[src/rtl/bus_arbiter_if.sv]
// Bundle of requester-side and downstream-side signals for bus_arbiter.
// The slave modport is the arbiter's view; master is the view of whatever drives it.
interface bus_arbiter_if #(
    parameter int unsigned XLEN      = 32,
    parameter int unsigned BUS_WIDTH = 32,
    parameter int unsigned ACC_W     = 2
);
    logic [XLEN-1:0]      m0_addr,  m1_addr;
    logic                 m0_w_rb,  m1_w_rb;
    logic [ACC_W-1:0]     m0_acc,   m1_acc;
    logic [BUS_WIDTH-1:0] m0_wdata, m1_wdata;
    logic                 m0_req,   m1_req;
    logic                 m0_resp,  m1_resp;
    logic [BUS_WIDTH-1:0] m0_rdata, m1_rdata;
    logic                 m0_fault, m1_fault;

    logic [XLEN-1:0]      s_addr;
    logic                 s_w_rb;
    logic [ACC_W-1:0]     s_acc;
    logic [BUS_WIDTH-1:0] s_wdata;
    logic                 s_req;
    logic                 s_resp;
    logic [BUS_WIDTH-1:0] s_rdata;
    logic                 s_fault;

    modport slave (
        input  m0_addr, m1_addr, m0_w_rb, m1_w_rb, m0_acc, m1_acc,
        input  m0_wdata, m1_wdata, m0_req, m1_req,
        output m0_resp, m1_resp, m0_rdata, m1_rdata, m0_fault, m1_fault,
        output s_addr, s_w_rb, s_acc, s_wdata, s_req,
        input  s_resp, s_rdata, s_fault
    );

    modport master (
        output m0_addr, m1_addr, m0_w_rb, m1_w_rb, m0_acc, m1_acc,
        output m0_wdata, m1_wdata, m0_req, m1_req,
        input  m0_resp, m1_resp, m0_rdata, m1_rdata, m0_fault, m1_fault,
        input  s_addr, s_w_rb, s_acc, s_wdata, s_req,
        output s_resp, s_rdata, s_fault
    );
endinterface

[src/rtl/bus_arbiter.sv]
// Two-master round-robin arbiter onto one downstream port, one transaction in flight.
// Optional WAIT watchdog enabled by defining BUS_ARB_TIMEOUT_EN.
module bus_arbiter #(
    parameter int unsigned XLEN           = 32,
    parameter int unsigned BUS_WIDTH      = 32,
    parameter int unsigned ACC_W          = 2,
    parameter int unsigned TIMEOUT_CYCLES = 255
) (
    input  logic          clk,
    input  logic          rst,
    bus_arbiter_if.slave  bus
);
    typedef enum logic [1:0] {
        ST_IDLE  = 2'd0,
        ST_ISSUE = 2'd1,
        ST_WAIT  = 2'd2
    } state_t;

    state_t               r_state, w_state_nxt;
    logic                 r_grant;
    logic                 r_s_req;
    logic [XLEN-1:0]      r_s_addr;
    logic                 r_s_w_rb;
    logic [ACC_W-1:0]     r_s_acc;
    logic [BUS_WIDTH-1:0] r_s_wdata;
    logic                 r_m0_resp, r_m1_resp;
    logic                 r_m0_fault, r_m1_fault;
    logic [BUS_WIDTH-1:0] r_m0_rdata, r_m1_rdata;

    logic w_req0, w_req1, w_pick, w_issue, w_done, w_timeout_hit, w_tout;

    if (TIMEOUT_CYCLES == 0) begin : g_bad_timeout
        $error("bus_arbiter: TIMEOUT_CYCLES must be nonzero");
    end

    // A master pulsing resp this cycle is masked so its held req is not reissued.
    assign w_req0 = bus.m0_req & ~r_m0_resp;
    assign w_req1 = bus.m1_req & ~r_m1_resp;
    assign w_pick = (w_req0 & w_req1) ? ~r_grant : w_req1;

`ifdef BUS_ARB_TIMEOUT_EN
    localparam int unsigned CNT_W = $clog2(TIMEOUT_CYCLES + 1);
    logic [CNT_W-1:0] r_wait_cnt;

    always_ff @(posedge clk or posedge rst) begin
        if (rst)                    r_wait_cnt <= '0;
        else if (r_state != ST_WAIT) r_wait_cnt <= '0;
        else                        r_wait_cnt <= r_wait_cnt + CNT_W'(1);
    end

    assign w_timeout_hit = (r_state == ST_WAIT) &&
                           (r_wait_cnt == CNT_W'(TIMEOUT_CYCLES - 1));
`else
    assign w_timeout_hit = 1'b0;
`endif

    assign w_tout = w_timeout_hit & ~bus.s_resp;

    always_ff @(posedge clk or posedge rst) begin
        if (rst) r_state <= ST_IDLE;
        else     r_state <= w_state_nxt;
    end

    always_comb begin
        w_state_nxt = r_state;
        w_issue     = 1'b0;
        w_done      = 1'b0;
        unique case (r_state)
            ST_IDLE: begin
                if (w_req0 | w_req1) begin
                    w_issue     = 1'b1;
                    w_state_nxt = ST_ISSUE;
                end
            end
            ST_ISSUE: w_state_nxt = ST_WAIT;
            ST_WAIT: begin
                if (bus.s_resp | w_timeout_hit) begin
                    w_done      = 1'b1;
                    w_state_nxt = ST_IDLE;
                end
            end
            default: w_state_nxt = ST_IDLE;
        endcase
    end

    // Grant pointer doubles as the last-grant record; reset favours m0 on the first tie.
    always_ff @(posedge clk or posedge rst) begin
        if (rst) begin
            r_grant    <= 1'b1;
            r_s_req    <= 1'b0;
            r_s_addr   <= '0;
            r_s_w_rb   <= 1'b0;
            r_s_acc    <= '0;
            r_s_wdata  <= '0;
            r_m0_resp  <= 1'b0;
            r_m1_resp  <= 1'b0;
            r_m0_fault <= 1'b0;
            r_m1_fault <= 1'b0;
            r_m0_rdata <= '0;
            r_m1_rdata <= '0;
        end else begin
            r_s_req    <= w_issue;
            r_m0_resp  <= w_done & ~r_grant;
            r_m1_resp  <= w_done &  r_grant;
            r_m0_fault <= w_done & ~r_grant & (w_tout | bus.s_fault);
            r_m1_fault <= w_done &  r_grant & (w_tout | bus.s_fault);
            r_m0_rdata <= (w_done && !r_grant && !w_tout) ? bus.s_rdata : '0;
            r_m1_rdata <= (w_done &&  r_grant && !w_tout) ? bus.s_rdata : '0;
            if (w_issue) begin
                r_grant <= w_pick;
                if (w_pick) begin
                    r_s_addr  <= bus.m1_addr;
                    r_s_w_rb  <= bus.m1_w_rb;
                    r_s_acc   <= bus.m1_acc;
                    r_s_wdata <= bus.m1_wdata;
                end else begin
                    r_s_addr  <= bus.m0_addr;
                    r_s_w_rb  <= bus.m0_w_rb;
                    r_s_acc   <= bus.m0_acc;
                    r_s_wdata <= bus.m0_wdata;
                end
            end
        end
    end

    assign bus.s_req    = r_s_req;
    assign bus.s_addr   = r_s_addr;
    assign bus.s_w_rb   = r_s_w_rb;
    assign bus.s_acc    = r_s_acc;
    assign bus.s_wdata  = r_s_wdata;
    assign bus.m0_resp  = r_m0_resp;
    assign bus.m1_resp  = r_m1_resp;
    assign bus.m0_fault = r_m0_fault;
    assign bus.m1_fault = r_m1_fault;
    assign bus.m0_rdata = r_m0_rdata;
    assign bus.m1_rdata = r_m1_rdata;
endmodule
[src/flat_wrapper.sv]
// flat-port wrapper written by rule: the top's interface ports become plain ports
module bus_arbiter_flat 
#(
    parameter int unsigned XLEN           = 32,
    parameter int unsigned BUS_WIDTH      = 32,
    parameter int unsigned ACC_W          = 2,
    parameter int unsigned TIMEOUT_CYCLES = 255
)
  (clk, rst, bus_m0_addr, bus_m1_addr, bus_m0_w_rb, bus_m1_w_rb, bus_m0_acc, bus_m1_acc, bus_m0_wdata, bus_m1_wdata, bus_m0_req, bus_m1_req, bus_m0_resp, bus_m1_resp, bus_m0_rdata, bus_m1_rdata, bus_m0_fault, bus_m1_fault, bus_s_addr, bus_s_w_rb, bus_s_acc, bus_s_wdata, bus_s_req, bus_s_resp, bus_s_rdata, bus_s_fault);
  bus_arbiter_if #(.XLEN(XLEN), .BUS_WIDTH(BUS_WIDTH), .ACC_W(ACC_W)) bus_i ();
  input  logic clk;
  input  logic rst;
  input wire logic [$bits(bus_i.m0_addr)-1:0] bus_m0_addr;
  input wire logic [$bits(bus_i.m1_addr)-1:0] bus_m1_addr;
  input wire logic [$bits(bus_i.m0_w_rb)-1:0] bus_m0_w_rb;
  input wire logic [$bits(bus_i.m1_w_rb)-1:0] bus_m1_w_rb;
  input wire logic [$bits(bus_i.m0_acc)-1:0] bus_m0_acc;
  input wire logic [$bits(bus_i.m1_acc)-1:0] bus_m1_acc;
  input wire logic [$bits(bus_i.m0_wdata)-1:0] bus_m0_wdata;
  input wire logic [$bits(bus_i.m1_wdata)-1:0] bus_m1_wdata;
  input wire logic [$bits(bus_i.m0_req)-1:0] bus_m0_req;
  input wire logic [$bits(bus_i.m1_req)-1:0] bus_m1_req;
  output wire logic [$bits(bus_i.m0_resp)-1:0] bus_m0_resp;
  output wire logic [$bits(bus_i.m1_resp)-1:0] bus_m1_resp;
  output wire logic [$bits(bus_i.m0_rdata)-1:0] bus_m0_rdata;
  output wire logic [$bits(bus_i.m1_rdata)-1:0] bus_m1_rdata;
  output wire logic [$bits(bus_i.m0_fault)-1:0] bus_m0_fault;
  output wire logic [$bits(bus_i.m1_fault)-1:0] bus_m1_fault;
  output wire logic [$bits(bus_i.s_addr)-1:0] bus_s_addr;
  output wire logic [$bits(bus_i.s_w_rb)-1:0] bus_s_w_rb;
  output wire logic [$bits(bus_i.s_acc)-1:0] bus_s_acc;
  output wire logic [$bits(bus_i.s_wdata)-1:0] bus_s_wdata;
  output wire logic [$bits(bus_i.s_req)-1:0] bus_s_req;
  input wire logic [$bits(bus_i.s_resp)-1:0] bus_s_resp;
  input wire logic [$bits(bus_i.s_rdata)-1:0] bus_s_rdata;
  input wire logic [$bits(bus_i.s_fault)-1:0] bus_s_fault;
  assign bus_i.m0_addr = bus_m0_addr;
  assign bus_i.m1_addr = bus_m1_addr;
  assign bus_i.m0_w_rb = bus_m0_w_rb;
  assign bus_i.m1_w_rb = bus_m1_w_rb;
  assign bus_i.m0_acc = bus_m0_acc;
  assign bus_i.m1_acc = bus_m1_acc;
  assign bus_i.m0_wdata = bus_m0_wdata;
  assign bus_i.m1_wdata = bus_m1_wdata;
  assign bus_i.m0_req = bus_m0_req;
  assign bus_i.m1_req = bus_m1_req;
  assign bus_m0_resp = bus_i.m0_resp;
  assign bus_m1_resp = bus_i.m1_resp;
  assign bus_m0_rdata = bus_i.m0_rdata;
  assign bus_m1_rdata = bus_i.m1_rdata;
  assign bus_m0_fault = bus_i.m0_fault;
  assign bus_m1_fault = bus_i.m1_fault;
  assign bus_s_addr = bus_i.s_addr;
  assign bus_s_w_rb = bus_i.s_w_rb;
  assign bus_s_acc = bus_i.s_acc;
  assign bus_s_wdata = bus_i.s_wdata;
  assign bus_s_req = bus_i.s_req;
  assign bus_i.s_resp = bus_s_resp;
  assign bus_i.s_rdata = bus_s_rdata;
  assign bus_i.s_fault = bus_s_fault;
  bus_arbiter #(.XLEN(XLEN), .BUS_WIDTH(BUS_WIDTH), .ACC_W(ACC_W), .TIMEOUT_CYCLES(TIMEOUT_CYCLES)) u_core (.clk(clk), .rst(rst), .bus(bus_i));
endmodule
[config.mk]
export PLATFORM = sky130hd
export DESIGN_NAME = bus_arbiter_flat
export DESIGN_NICKNAME = d
export VERILOG_FILES = /design/src/rtl/bus_arbiter_if.sv /design/src/rtl/bus_arbiter.sv /design/src/flat_wrapper.sv
export SDC_FILE = /design/constraint.sdc
export NUM_CORES = 1
export LEC_CHECK = 0
export BUFFER_PORTS_ARGS = -buffer_cell sky130_fd_sc_hd__buf_2
export CAP_MARGIN = 20
export CORE_AREA = 3 3 118 120
export DETAILED_ROUTE_END_ITERATION = 6
export DIE_AREA = 0 0 121 123
export GPL_ROUTABILITY_DRIVEN = 0
export PLACE_DENSITY = 0.79
export SYNTH_ARGS = -nofsm -noshare
export SYNTH_HDL_FRONTEND = slang
export SYNTH_SLANG_ARGS = --single-unit
[constraint.sdc]
create_clock -name clk -period 10.6 [get_ports clk]
set_input_delay 1.06 -clock clk [delete_from_list [all_inputs] [get_ports clk]]
set_output_delay 1.06 -clock clk [all_outputs]
set_load 0.02 [all_outputs]
==> results.txt, run 1 <==
For the number of failing hold endpoints at the final stage, the log shows 0. The final cycle utilization of the critical path was 0.2394. Residual DRC count: 0. The largest net degree at the start of global routing was 79; the synthesized netlist net count was 696. Setup slack on the critical path of the routed design comes to 8.063 ns. During I/O placement, the number of pins put on the boundary was 308. The fraction of registers with async set/reset was 1.000. The count of synthesis-stage warnings from yosys was 0; the vias after detailed routing was 4777.

The post-detailed-route via-to-cell ratio is 4.734, and the area share of the largest cell type after synthesis is 0.6413. The first TritonRoute pass finished after 4 iterations. The layout cell share with drive strength beyond 1 works out to 0.4226. The region available for standard cell placement spans 0.01309 mm^2. Timing analysis after detailed placement gives a worst setup slack of 7.611 ns. The post-synthesis sequential element count was 139. Yosys attributes the largest share of cell area to sky130_fd_sc_hd__dfrtp_1 64%, sky130_fd_sc_hd__nand2_1 9.5%, sky130_fd_sc_hd__a31oi_1 7.8%.

The largest total area in the synthesized netlist belongs to sky130_fd_sc_hd__dfrtp_1. The number of maximum-capacitance constraint violations was 0; the deepest level of the CTS H-tree was 4. Switching share of total power: 0.3792. Minimum clock period after layout: 2.537 ns. The proportion of synthesized chip area in sequential cells is 0.6461. The first global-routing pass estimated 22280 um of wire.

The run gives 0.007342 ns as the largest clock skew in the final design. Setup violations remaining at the end of the flow were counted as 0. The worst path required time was 10.93 ns. In this run the worst setup path begins at bus_m0_req. The latest clock arrival within the worst-skew pair is 0.41 ns, and the transition time at the pin with the least slew margin is 0.9126 ns. Worst voltage drop across the vdd grid: 0.1272 mV. Data arrives at the worst endpoint at 2.87 ns. For the number of placement rows, the log shows 42. Number of sinks handled by clock tree synthesis: 139. After legalization and detailed placement, the total HPWL measured 10650 um. The tools report the met3 capacity usage during global routing as 0.07594. Counting the buffers created by CTS gives 17.

For this run, the top clock speed supported by timing is 0.3941 GHz. In this run the most used layer during global routing was met2. The clock passes through at most 2 buffers.

The combinational share of power is 0.361, and the area of the die is 0.01488 mm^2. The cell count after synthesis came out at 524. After detailed routing, the average wire length per cell comes to 14.66 um. By instance count, the leading cell after synthesis is sky130_fd_sc_hd__dfrtp_1. Summed over all cells, the static leakage comes to 4.096 nW.

The layout overhead on the synthesized area is 41.19%. The floorplan step set the die height to 123 um. The tools report the number of antenna violations at the first check in global routing as 0.

Setup repair after global routing left no endpoint under its margin. The internal power of the cells totals 1.339 mW. The classification of the worst setup path is in -> reg. After global routing the overflow that remains totals 0. The nature of the critical path startpoint was an input pin.

For the overall global routing resource usage, the log shows 0.1920. The post-route antenna net violation count is 0. Global-route track usage on met2: 0.3307. In this run the cell area of the synthesized design comes to 0.005385 mm^2.

For this design the ratio of total power to cell area is 283.7 mW/mm^2. The library cell used as clock root buffer is sky130_fd_sc_hd__clkbuf_16. The count of antenna diodes in the layout was 0. The worst hold path belongs to the class reg -> reg. STA classifies the critical path endpoint as a register. The number of DRC markers after the initial detailed-route iteration was 193.

In the synthesized netlist the dominant register cell turns out to be sky130_fd_sc_hd__dfrtp_1. The number of nets in the layout is 992, and the proportion of power drawn by flip-flops and latches is 0.360. The tools report the hold-fix buffer count after cts as 0. The number of pins exceeding their max-slew limit in the final report was 0. The run finished with clean final reports. Sorting the synthesized cells by how often they occur yields 138 x sky130_fd_sc_hd__dfrtp_1, 136 x sky130_fd_sc_hd__nand2_1, 68 x sky130_fd_sc_hd__nor2_1, 67 x sky130_fd_sc_hd__a31oi_1, 67 x sky130_fd_sc_hd__and2_1. The tools report the proportion of power drawn by the clock network as 0.280.

The switching power came out at 0.8180 mW. The critical path goes through buf_2 > nor2b_1 > o21a_4 > buf_4 > nor2_1 > a31oi_1. The netlist uses 20 different library cells. After detailed routing, the total wire length is 14790 um.

The starting density of the core was 0.4116; the post-route setup TNS was 0 ns. On the worst path, the slowest cell contributes a delay of 0.67 ns. The number of enable-type register cells in the synthesized netlist was 0.

The number of gates resized after CTS was 0. The clock transition at the registers of the reported paths is 0.06 ns. The worst-path maximum fanout is 77, and the met1 demand-to-capacity share in global routing is 0.2186.

The startpoint identified for the worst hold timing path is u_core.r_state[1]. The setup fix buffers added after clock tree synthesis is 0. The tools report the startpoint of the lowest-slack register-to-register path as u_core.r_state[0]. The slowest stage of the critical path is the sky130_fd_sc_hd__buf_4 cell.

A synthesized cell averages 10.28 um^2. The run gives 0.3916 as the worst max-slew margin expressed relative to the limit. TritonCTS built the clock tree.

The power after layout was 2.157 mW. The via count of the first global-routing pass is 4597, and the number of buffers inserted by port buffering is 307. The die is 121 um wide.

The filler cell count in the final layout was 1153.
sequential cells by signal (all words and copies together), names as in the netlist, 2 cells and up:
register             cells
u_core.bus.s_addr       32
u_core.bus.s_wdata      32
u_core.bus.s_acc         2
u_core.r_state           2
u_core.bus.m1_rdata     32
u_core.bus.m0_rdata     32
placed cells by master (no fill, tap or decap), drive strengths merged:
cell,synthesis,final
mux2i,1,1
nand2b,1,1
a31oi,67,67
o21a,2,2
nor2,68,68
nor3,1,1
nor3b,1,1
clkinv,0,6
and2,67,67
inv,1,3
bufinv,0,3
dfstp,1,1
nand2,136,136
clkbuf,9,20
dfrtp,138,138
mux2,1,1
nand3b,1,1
buf,27,313
nor2b,2,2
clkinvlp,0,1
cells by family after synthesis:
logic type / after synthesis / share of synthesized area
simple gates: 277 / 0.2296
buf+inv: 37 / 0.03973
compound gates: 69 / 0.08062
mux: 2 / 0.003950
flops: 139 / 0.6461
critical path: cells and delay by family:
kind,cells,cell delay [ns]
AOI/OAI and AO/OA,2,0.70
buffers and inverters,2,0.75
and+or+nand+nor,2,0.30
stage by stage:
step | instances | hold WS (ns) | util | area, um^2
CTS | 1009 | 0.5229 | 0.5811 | 7604
global placement | 977 | 0.4989 | 0.5344 | 6993
floorplan | 524 | 0.4726 | - | 5385
detailed placement | 977 | 0.5162 | 0.5344 | 6993
finish | 1009 | 0.5196 | 0.5811 | 7604
global route | 1009 | 0.5486 | 0.5811 | 7604
final cells by class:
cell class	count	area (um^2)	share of cell area
Sequential cell	139	3480	0.4576
Tap cell	176	220.2	0.02896
Clock inverter	12	163.9	0.02156
Timing Repair Buffer	313	1582	0.2080
Clock buffer	20	446.7	0.05875
Multi-Input combinational cell	348	1703	0.2240
Inverter	1	8.758	0.001152
metal layers:
metal	vias to the layer above	wire [um]
li1	2292	-
met1	2262	5646
met2	206	7542
met3	17	1418
met4	0	185
met5	-	0
power groups by stage:
stage | Combinational, mW | Clock [mW] | Sequential (mW)
after floorplan | 0.348 | 0 | 0.974
after global placement | 0.768 | 0 | 0.778
after detailed placement | 0.787 | 0 | 0.784
after CTS | 0.788 | 0.616 | 0.777
after global routing | 0.854 | 0.642 | 0.796
final | 0.778 | 0.603 | 0.776
path summary, 6_finish.rpt:
check	to	cells after the start	slack, ns
min in group asynchronous	u_core.bus.m0_rdata[2]	2	0.70
max in group asynchronous	u_core.bus.s_addr[22]	3	8.53
hold reg to reg	u_core.r_state[1]	1	0.52
setup reg to reg	u_core.bus.s_wdata[19]	5	8.38
hold / removal	u_core.r_state[1]	1	0.52
setup / recovery	u_core.bus.s_wdata[19]	6	8.06
Note: power is estimated with default switching activity, not from simulation.
==> inputs of run 2 (changes only) <==
--- a/config.mk
+++ b/config.mk
@@ -5,11 +5,12 @@
 export SDC_FILE = /design/constraint.sdc
 export NUM_CORES = 1
 export LEC_CHECK = 0
+export ABC_AREA = 1
 export BUFFER_PORTS_ARGS = -buffer_cell sky130_fd_sc_hd__buf_2
 export CAP_MARGIN = 20
-export CORE_AREA = 3 3 118 120
+export CORE_MARGIN = 3
+export CORE_UTILIZATION = 41
 export DETAILED_ROUTE_END_ITERATION = 6
-export DIE_AREA = 0 0 121 123
 export GPL_ROUTABILITY_DRIVEN = 0
 export PLACE_DENSITY = 0.79
 export SYNTH_ARGS = -nofsm -noshare
==> constraint.sdc (replaced) <==
create_clock -name clk -period 2.21 [get_ports clk]
set_input_delay 0.221 -clock clk [delete_from_list [all_inputs] [get_ports clk]]
set_output_delay 0.221 -clock clk [all_outputs]
set_load 0.02 [all_outputs]
==> results.txt, run 2 <==
The synthesized area came out at 0.006122 mm^2 (was 0.005385 mm^2). The wire length per cell was 13.71 um (was 14.66 um); the number of placement rows was 44 (was 42). The kind of path behind the tightest hold check is in -> reg (was reg -> reg). The remaining global-route overflow was 0 (unchanged). For the residual DRC count, the log shows 0 (unchanged). The overall die width works out to 128.2 um (was 121 um). TritonCTS built the clock tree. The estimated wirelength of the detail-placed design was 12270 um (was 10650 um).

Master of the slowest instance on the critical path: sky130_fd_sc_hd__dfrtp_1 (was sky130_fd_sc_hd__buf_4). The number of DRC markers after the initial detailed-route iteration is 303 (was 193), and the leakage power of the design is 5.445 nW (was 4.096 nW). The proportion of synthesized chip area in sequential cells came out at 0.5684 (was 0.6461). Timing would allow up to 0.6032 GHz. The worst path setup slack after routing is 0.5522 ns (was 8.063 ns), and the adder-cell area share of the yosys netlist is 0 (unchanged).

The number of sinks handled by clock tree synthesis is 139 (unchanged). The largest buffer count on any clock path is 2 (unchanged), and the number of buffers created by CTS is 17 (unchanged). The largest area contributor in the netlist was sky130_fd_sc_hd__dfrtp_1 (unchanged).

Final cycle utilization of the critical path: 0.7501. The number of pins exceeding their max-slew limit in the final report is 0 (unchanged). The flow ran to the end, and the final reports show no timing, DRC or antenna violations.

The latest clock arrival within the worst-skew pair was 0.41 ns (about the same). The most frequently used cell type in the post-synthesis netlist is sky130_fd_sc_hd__nand2_1 (was sky130_fd_sc_hd__dfrtp_1). The deepest level of the CTS H-tree was 4 (unchanged); the number of antenna violations at the first check in global routing was 0 (unchanged). The worst-path maximum fanout was 32 (was 77). The clock transition at the registers of the reported paths was 0.06 ns (about the same).

Setup repair after global routing left no endpoint under its margin. The post-route antenna net violation count is 0 (unchanged). Layout cell share with drive strength beyond 1: 0.3312 (was 0.4226). The global-route wire length before repair is 27100 um (was 22280 um). The number of gates resized after cts was 0 (unchanged); the worst path required time was 2.56 ns (was 10.93 ns). For the vias after detailed routing, the log shows 5757 (was 4777). Overall global routing resource usage: 0.2093 (was 0.1920). Area contributors post-synth: sky130_fd_sc_hd__dfrtp_1 56%, sky130_fd_sc_hd__nand2_1 13%, sky130_fd_sc_hd__nand3_1 11% (was sky130_fd_sc_hd__dfrtp_1 64%, sky130_fd_sc_hd__nand2_1 9.5%, sky130_fd_sc_hd__a31oi_1 7.8%).

The multiplexer share of the synthesized area is 0 (was 0.003950), and the detailed-routing iteration count for the pre-antenna-repair pass is 5 (was 4). Most frequent standard cell in the layout excluding fill and tap cells: sky130_fd_sc_hd__buf_2 (unchanged). The most instantiated flip-flop cell in the synthesis netlist is sky130_fd_sc_hd__dfrtp_1 (unchanged). The minimum clock period after layout is 1.658 ns. The worst voltage drop across the vdd grid is 0.6589 mV (was 0.1272 mV), and the number of maximum-capacitance constraint violations is 0 (unchanged). The count of synthesis-stage warnings from yosys came out at 0 (unchanged).

The compound-gate portion of the synthesized area came out at 0.002044 (was 0.08062). The area share of the largest cell type after synthesis came out at 0.5641 (was 0.6413). Kind of cell adding the most delay to the critical path: buffers and inverters (unchanged). The largest clock skew in the final design is 0.007994 ns (was 0.007342 ns), and the combined area of the multi-input logic cells is 0.001754 mm^2 (was 0.001703 mm^2). The layout overhead on the synthesized area is 36.56% (was 41.19%), and the count of mapped cells out of synthesis is 772 (was 524). The combinational family with the most area after synthesis was simple AND/OR/NAND/NOR gates (unchanged). The detailed-route wire length came out at 17390 um (was 14790 um).

The logs give 0.5014 (was 0.3916) for the worst max-slew margin expressed relative to the limit and 88 (was 79) for the largest net degree at the start of global routing. The nature of the critical path startpoint is a register (was an input pin). The fraction of registers with async set/reset was 1.000 (unchanged); the core box area was 0.01459 mm^2 (was 0.01309 mm^2). The number of buffers inserted by port buffering works out to 307 (unchanged). The filler cell count in the final layout is 1342 (was 1153).

The number of failing hold endpoints at the final stage is 0 (unchanged). The classification of the worst setup path is reg -> reg (was in -> reg). The average footprint of a synthesized cell is 7.930 um^2 (was 10.28 um^2), and the post-synthesis sequential element count is 139 (unchanged).

The total power divided by cell area works out to 1254 mW/mm^2 (was 283.7 mW/mm^2). The number of top-level pins is 308 (unchanged). The post-detailed-route via-to-cell ratio is 4.540 (was 4.734), and the starting density of the core is 0.4196 (was 0.4116). The setup fix buffers added after clock tree synthesis is 0 (unchanged), and the number of distinct library cells after synthesis is 18 (was 20). Count of antenna diodes in the layout: 0 (unchanged). The run gives 1 (was 0) as the hold-fix buffer count after cts. The number of buffers and inverters on the critical path is 2 (unchanged), and the via count of the first global-routing pass is 5465 (was 4597). For the post-route setup TNS, the log shows 0 ns (unchanged). The area of the die was 0.01643 mm^2 (was 0.01488 mm^2). Cells along the critical path: nor2_1 > nand2_2 > inv_2 > buf_4 > nand3_1 > nand2_1 (was buf_2 > nor2b_1 > o21a_4 > buf_4 > nor2_1 > a31oi_1). Most used standard cells in the synthesized netlist: 205 x sky130_fd_sc_hd__nand2_1, 175 x sky130_fd_sc_hd__inv_1, 138 x sky130_fd_sc_hd__dfrtp_1, 134 x sky130_fd_sc_hd__nand3_1, 68 x sky130_fd_sc_hd__nor2_1 (was 138 x sky130_fd_sc_hd__dfrtp_1, 136 x sky130_fd_sc_hd__nand2_1, 68 x sky130_fd_sc_hd__nor2_1, 67 x sky130_fd_sc_hd__a31oi_1, 67 x sky130_fd_sc_hd__and2_1). Top library cells by usage in the layout, fill and taps aside: 307 x sky130_fd_sc_hd__buf_2, 205 x sky130_fd_sc_hd__nand2_1, 174 x sky130_fd_sc_hd__inv_1, 138 x sky130_fd_sc_hd__dfrtp_1, 134 x sky130_fd_sc_hd__nand3_1 (was 307 x sky130_fd_sc_hd__buf_2, 138 x sky130_fd_sc_hd__dfrtp_1, 135 x sky130_fd_sc_hd__nand2_1, 68 x sky130_fd_sc_hd__nor2_1, 67 x sky130_fd_sc_hd__a31oi_1). Synthesized netlist net count: 944 (was 696). The die outline height came out at 128.2 um (was 123 um). Number of enable-type register cells in the synthesized netlist: 0 (unchanged).

The sequential cell area came out at 0.003480 mm^2 (unchanged). Final number of setup-violating endpoints: 0 (unchanged). Endpoint type of the worst setup path: a register (unchanged). The largest stage delay on the critical path came out at 0.40 ns (was 0.67 ns). For the worst slack at placement, the log shows 0.5114 ns (was 7.611 ns). The library cell used as clock root buffer is sky130_fd_sc_hd__clkbuf_16 (unchanged).

The critical path data arrival time is 2.00 ns (was 2.87 ns), and the transition time at the pin with the least slew margin is 0.7479 ns (was 0.9126 ns). The share of the synthesized netlist area taken by xor and xnor gates was 0 (unchanged); the power after layout was 10.48 mW (was 2.157 mW). For the number of nets in the layout, the log shows 1243 (was 992). The area fraction in and, or, nand and nor cells after synthesis works out to 0.2845 (was 0.2296).
run 2: cell types whose count changed after synthesis, moves of 4 or more:
cell                       change
sky130_fd_sc_hd__nand2_1      +69
sky130_fd_sc_hd__nand3_1     +134
sky130_fd_sc_hd__inv_1       +174
sky130_fd_sc_hd__and2_1       -67
sky130_fd_sc_hd__clkbuf_1      +4
sky130_fd_sc_hd__a31oi_1      -67
run 2: stage by stage:
stage | area (um^2) | util | cells | hold slack (ns)
detailed placement | 7791 | 0.5340 | 1235 | 0.3663
CTS | 8361 | 0.5731 | 1268 | 0.01629
floorplan | 6126 | - | 772 | 0.3499
global route | 8361 | 0.5731 | 1268 | 0.01862
global placement | 7791 | 0.5340 | 1235 | 0.3649
finish | 8361 | 0.5731 | 1268 | 0.02855
run 2: worst register-to-register path, stage by stage, from the launching register on:
cell and delay, ns:
sky130_fd_sc_hd__dfrtp_1 0.40, sky130_fd_sc_hd__nor2_1 0.18, sky130_fd_sc_hd__nand2_2 0.09, sky130_fd_sc_hd__inv_2 0.31, sky130_fd_sc_hd__buf_4 0.41, sky130_fd_sc_hd__nand3_1 0.13
sky130_fd_sc_hd__nand2_1 0.07
run 2: path summary, 6_finish.rpt:
kind,from,to,slack [ns],cells after the start
worst max register to register,u_core.r_state[1],u_core.bus.s_addr[16],0.55,6
worst max-delay path,u_core.r_state[1],u_core.bus.s_addr[16],0.55,6
min in group asynchronous,rst,u_core.bus.s_wdata[31],0.48,4
worst min register to register,u_core.bus.s_addr[24],u_core.bus.s_addr[24],0.47,2
worst min-delay path,bus_s_rdata[4],u_core.bus.m1_rdata[4],0.03,3
max in group asynchronous,rst,u_core.r_grant,1.29,4
run 2: layout make-up:
type | instances | area share
Sequential cell | 139 | 0.4162
Timing Repair Buffer | 321 | 0.1996
Clock inverter | 14 | 0.01556
Tap cell | 184 | 0.02754
Inverter | 177 | 0.07992
Multi-Input combinational cell | 415 | 0.2098
Clock buffer | 18 | 0.05133
run 2: where the power goes:
group	internal, mW	leakage [nW]	switching, mW
Clock	1.48	0.267	1.20
Sequential	3.36	1.80	0.401
Combinational	1.27	3.38	2.78
run 2: metal layers:
layer / vias to the layer above / global-route usage / share of wire
met5: - / 0 / 0
met4: 0 / 0.06742 / 0.019
met3: 24 / 0.05875 / 0.083
met2: 246 / 0.3546 / 0.50
met1: 2619 / 0.2586 / 0.40
li1: 2868 / - / -
run 2: cell families after synthesis:
| family | count (synthesis) |
|---|---|
| flops | 139 |
| simple gates | 413 |
| compound gates | 2 |
| buf+inv | 218 |
==> inputs of run 3 (changes only) <==
--- a/config.mk
+++ b/config.mk
@@ -5,12 +5,12 @@
 export SDC_FILE = /design/constraint.sdc
 export NUM_CORES = 1
 export LEC_CHECK = 0
-export ABC_AREA = 1
+export ABC_AREA = 0
 export BUFFER_PORTS_ARGS = -buffer_cell sky130_fd_sc_hd__buf_2
 export CAP_MARGIN = 20
-export CORE_MARGIN = 3
-export CORE_UTILIZATION = 41
+export CORE_AREA = 3 3 118 120
 export DETAILED_ROUTE_END_ITERATION = 6
+export DIE_AREA = 0 0 121 123
 export GPL_ROUTABILITY_DRIVEN = 0
 export PLACE_DENSITY = 0.79
 export SYNTH_ARGS = -nofsm -noshare
==> constraint.sdc (replaced) <==
create_clock -name clk -period 1.6 [get_ports clk]
set_input_delay 0.16 -clock clk [delete_from_list [all_inputs] [get_ports clk]]
set_output_delay 0.16 -clock clk [all_outputs]
set_load 0.02 [all_outputs]
==> results.txt, run 3 (same netlist as run 1, synthesis figures left out) <==
The flow ran to the end, and the final reports show no timing, DRC or antenna violations. Die outline height: 123 um (was 128.2 um). The endpoint type of the worst setup path is a register (unchanged). The final number of setup-violating endpoints came out at 0 (unchanged). For the number of placement rows, the log shows 42 (was 44). Nature of the critical path startpoint: a register (unchanged).

The most frequent standard cell in the layout excluding fill and tap cells was sky130_fd_sc_hd__buf_2 (unchanged). The post-detailed-route via-to-cell ratio was 4.902 (was 4.540); the estimated wirelength of the detail-placed design was 11300 um (was 12270 um). For the number of sinks handled by clock tree synthesis, the log shows 139 (unchanged). The largest buffer count on any clock path was 2 (unchanged); the final cycle utilization of the critical path was 0.9321 (was 0.7501). The worst path required time is 1.87 ns (was 2.56 ns), and the layout cell share with drive strength beyond 1 is 0.3727 (was 0.3312). Kind of cell adding the most delay to the critical path: flip-flops (was buffers and inverters). The number of pins exceeding their max-slew limit in the final report is 0 (unchanged).

For the filler cell count in the final layout, the log shows 868 (was 1342). The worst slack at placement came out at 0.1267 ns (was 0.5114 ns). Number of buffers and inverters on the critical path: 1 (was 2). The clock transition at the registers of the reported paths is 0.06 ns (about the same), and the worst max-slew margin expressed relative to the limit is 0.7796 (was 0.5014).

The global-route wire length before repair was 28790 um (was 27100 um); the latest clock arrival within the worst-skew pair was 0.41 ns (about the same). The run gives 0.1087 ns (was 0.5522 ns) as the worst path setup slack after routing. The tools report the largest net degree at the start of global routing as 78 (was 88). The number of top-level pins came out at 308 (unchanged). The master of the slowest instance on the critical path is sky130_fd_sc_hd__dfstp_2 (was sky130_fd_sc_hd__dfrtp_1).

The largest stage delay on the critical path was 0.55 ns (was 0.40 ns); the via count of the first global-routing pass was 5923 (was 5465). For the total non-filler cell area in the finished layout, the log shows 0.009090 mm^2 (was 0.008361 mm^2). The detailed-routing iteration count for the pre-antenna-repair pass was 5 (unchanged); the leakage power of the design was 4.715 nW (was 5.445 nW).

For the number of failing hold endpoints at the final stage, the log shows 0 (unchanged). The tools report the number of buffers created by CTS as 17 (unchanged). The detailed-route wire length was 19020 um (was 17390 um); the layout overhead on the synthesized area was 68.80% (was 36.56%). Remaining global-route overflow: 0 (unchanged). The deepest level of the CTS H-tree was 4 (unchanged). The residual DRC count was 0 (unchanged); the total power divided by cell area was 1648 mW/mm^2 (was 1254 mW/mm^2). Transition time at the pin with the least slew margin: 0.3307 ns (was 0.7479 ns).

Setup fix buffers added after clock tree synthesis: 0 (unchanged). The post-route antenna net violation count was 0 (unchanged); the area of the die was 0.01488 mm^2 (was 0.01643 mm^2). The minimum clock period after layout is 1.491 ns (was 1.658 ns). The combined area of the multi-input logic cells was 0.001708 mm^2 (was 0.001754 mm^2); the number of buffers inserted by port buffering was 307 (unchanged). Cells along the critical path: nand3b_1 > and2_2 > buf_12 > nand2_1 > a31oi_1 (was nor2_1 > nand2_2 > inv_2 > buf_4 > nand3_1 > nand2_1). The number of maximum-capacitance constraint violations was 0 (unchanged). The classification of the worst setup path was reg -> reg (unchanged). The worst-path maximum fanout works out to 37 (was 32).

TritonCTS built the clock tree. Kind of path behind the tightest hold check: in -> reg (unchanged). The worst voltage drop across the vdd grid came out at 1.066 mV (was 0.6589 mV).

The sequential cell area was 0.003480 mm^2 (unchanged). The starting density of the core was 0.4116 (was 0.4196). The library cell used as clock root buffer was sky130_fd_sc_hd__clkbuf_16 (unchanged).

The overall die width works out to 121 um (was 128.2 um). Number of antenna violations at the first check in global routing: 0 (unchanged). The tools report the overall global routing resource usage as 0.2510 (was 0.2093). The run gives 0.007179 mm^2 (was 0.007791 mm^2) as the placed cell area.

Setup repair after global routing left no endpoint under its margin. Wire length per cell: 16.52 um (was 13.71 um). The tools report the maximum clock rate as 0.6706 GHz (was 0.6032 GHz). Top library cells by usage in the layout, fill and taps aside: 307 x sky130_fd_sc_hd__buf_2, 138 x sky130_fd_sc_hd__dfrtp_1, 135 x sky130_fd_sc_hd__nand2_1, 131 x sky130_fd_sc_hd__dlygate4sd3_1, 68 x sky130_fd_sc_hd__nor2_1 (was 307 x sky130_fd_sc_hd__buf_2, 205 x sky130_fd_sc_hd__nand2_1, 174 x sky130_fd_sc_hd__inv_1, 138 x sky130_fd_sc_hd__dfrtp_1, 134 x sky130_fd_sc_hd__nand3_1). The logs give 5642 (was 5757) for the vias after detailed routing and 0.01309 mm^2 (was 0.01459 mm^2) for the core box area. The run gives 1133 (was 1243) as the number of nets in the layout. Critical path data arrival time: 1.76 ns (was 2.00 ns).

The post-route setup TNS was 0 ns (unchanged); the number of DRC markers after the initial detailed-route iteration was 262 (was 303). The largest clock skew in the final design came out at 0.006664 ns (was 0.007994 ns).
run 3: cell count changes in the layout (fill, tap and decap cells not counted), moves of 7 or more:
| cell | delta |
|---|---|
| sky130_fd_sc_hd__and2_1 | +66 |
| sky130_fd_sc_hd__inv_1 | -174 |
| sky130_fd_sc_hd__nand3_1 | -134 |
| sky130_fd_sc_hd__nand2_1 | -70 |
| sky130_fd_sc_hd__a31oi_1 | +67 |
| sky130_fd_sc_hd__dlygate4sd3_1 | +130 |
| sky130_fd_sc_hd__buf_12 | +7 |
run 3: metrics by stage:
stage               power, mW  std cells  hold WS (ns)  utilization
floorplan               8.760        524        0.2886            -
global placement        10.56        987        0.3069       0.5487
detailed placement      10.71        987        0.3137       0.5487
CTS                     14.88       1150     0.0003659       0.6941
global route            15.79       1150      0.002043       0.6945
finish                  14.98       1151       0.01257       0.6947
run 3: repair_timing:
action	in CTS	in global routing
hold buffers	131	0
endpoints found under the hold margin	262	0
resized for setup	0	1
endpoints found under the setup margin	0	1
run 3: power breakdown:
part | switching, mW | internal, mW | leakage (nW) | total (mW)
registers | 0.557 | 4.61 | 1.74 | 5.17
logic | 3.68 | 2.21 | 2.70 | 5.89
clock network | 1.58 | 2.33 | 0.281 | 3.92
total | 5.82 | 9.16 | 4.72 | 15.0
run 3: final timing paths:
| check | end | start | cells past startpoint | slack (ns) |
|---|---|---|---|---|
| min | u_core.bus.s_addr[30] | bus_m0_addr[30] | 3 | 0.01 |
| max reg2reg | u_core.bus.s_wdata[13] | u_core.r_grant | 5 | 0.11 |
| min reg2reg | u_core.r_state[1] | u_core.r_state[1] | 1 | 0.51 |
| max | u_core.bus.s_wdata[13] | u_core.r_grant | 5 | 0.11 |
| min in group asynchronous | u_core.bus.s_wdata[13] | rst | 4 | 0.43 |
| max in group asynchronous | u_core.r_grant | rst | 4 | 0.86 |
run 3: worst reg2reg max path, cell delays in order (launching register included):
cell and delay, ns:
sky130_fd_sc_hd__dfstp_2 0.55, sky130_fd_sc_hd__nand3b_1 0.14, sky130_fd_sc_hd__and2_2 0.27, sky130_fd_sc_hd__buf_12 0.18
sky130_fd_sc_hd__nand2_1 0.11, sky130_fd_sc_hd__a31oi_1 0.10
run 3: layer usage:
layer / global-route usage / share of wire / vias up
met3: 0.09286 / 0.094 / 89
met5: 0 / 0 / -
met1: 0.2514 / 0.33 / 2632
li1: - / - / 2584
met4: 0.1572 / 0.050 / 0
met2: 0.4418 / 0.52 / 337
run 3: cell type report:
class / count / share of cell area
Clock inverter: 14 / 0.01789
Sequential cell: 139 / 0.3828
Antenna cell: 1 / 0.0002753
Timing Repair Buffer: 454 / 0.3389
Clock buffer: 18 / 0.04721
Multi-Input combinational cell: 348 / 0.1879
Inverter: 1 / 0.0008259
Tap cell: 176 / 0.02423
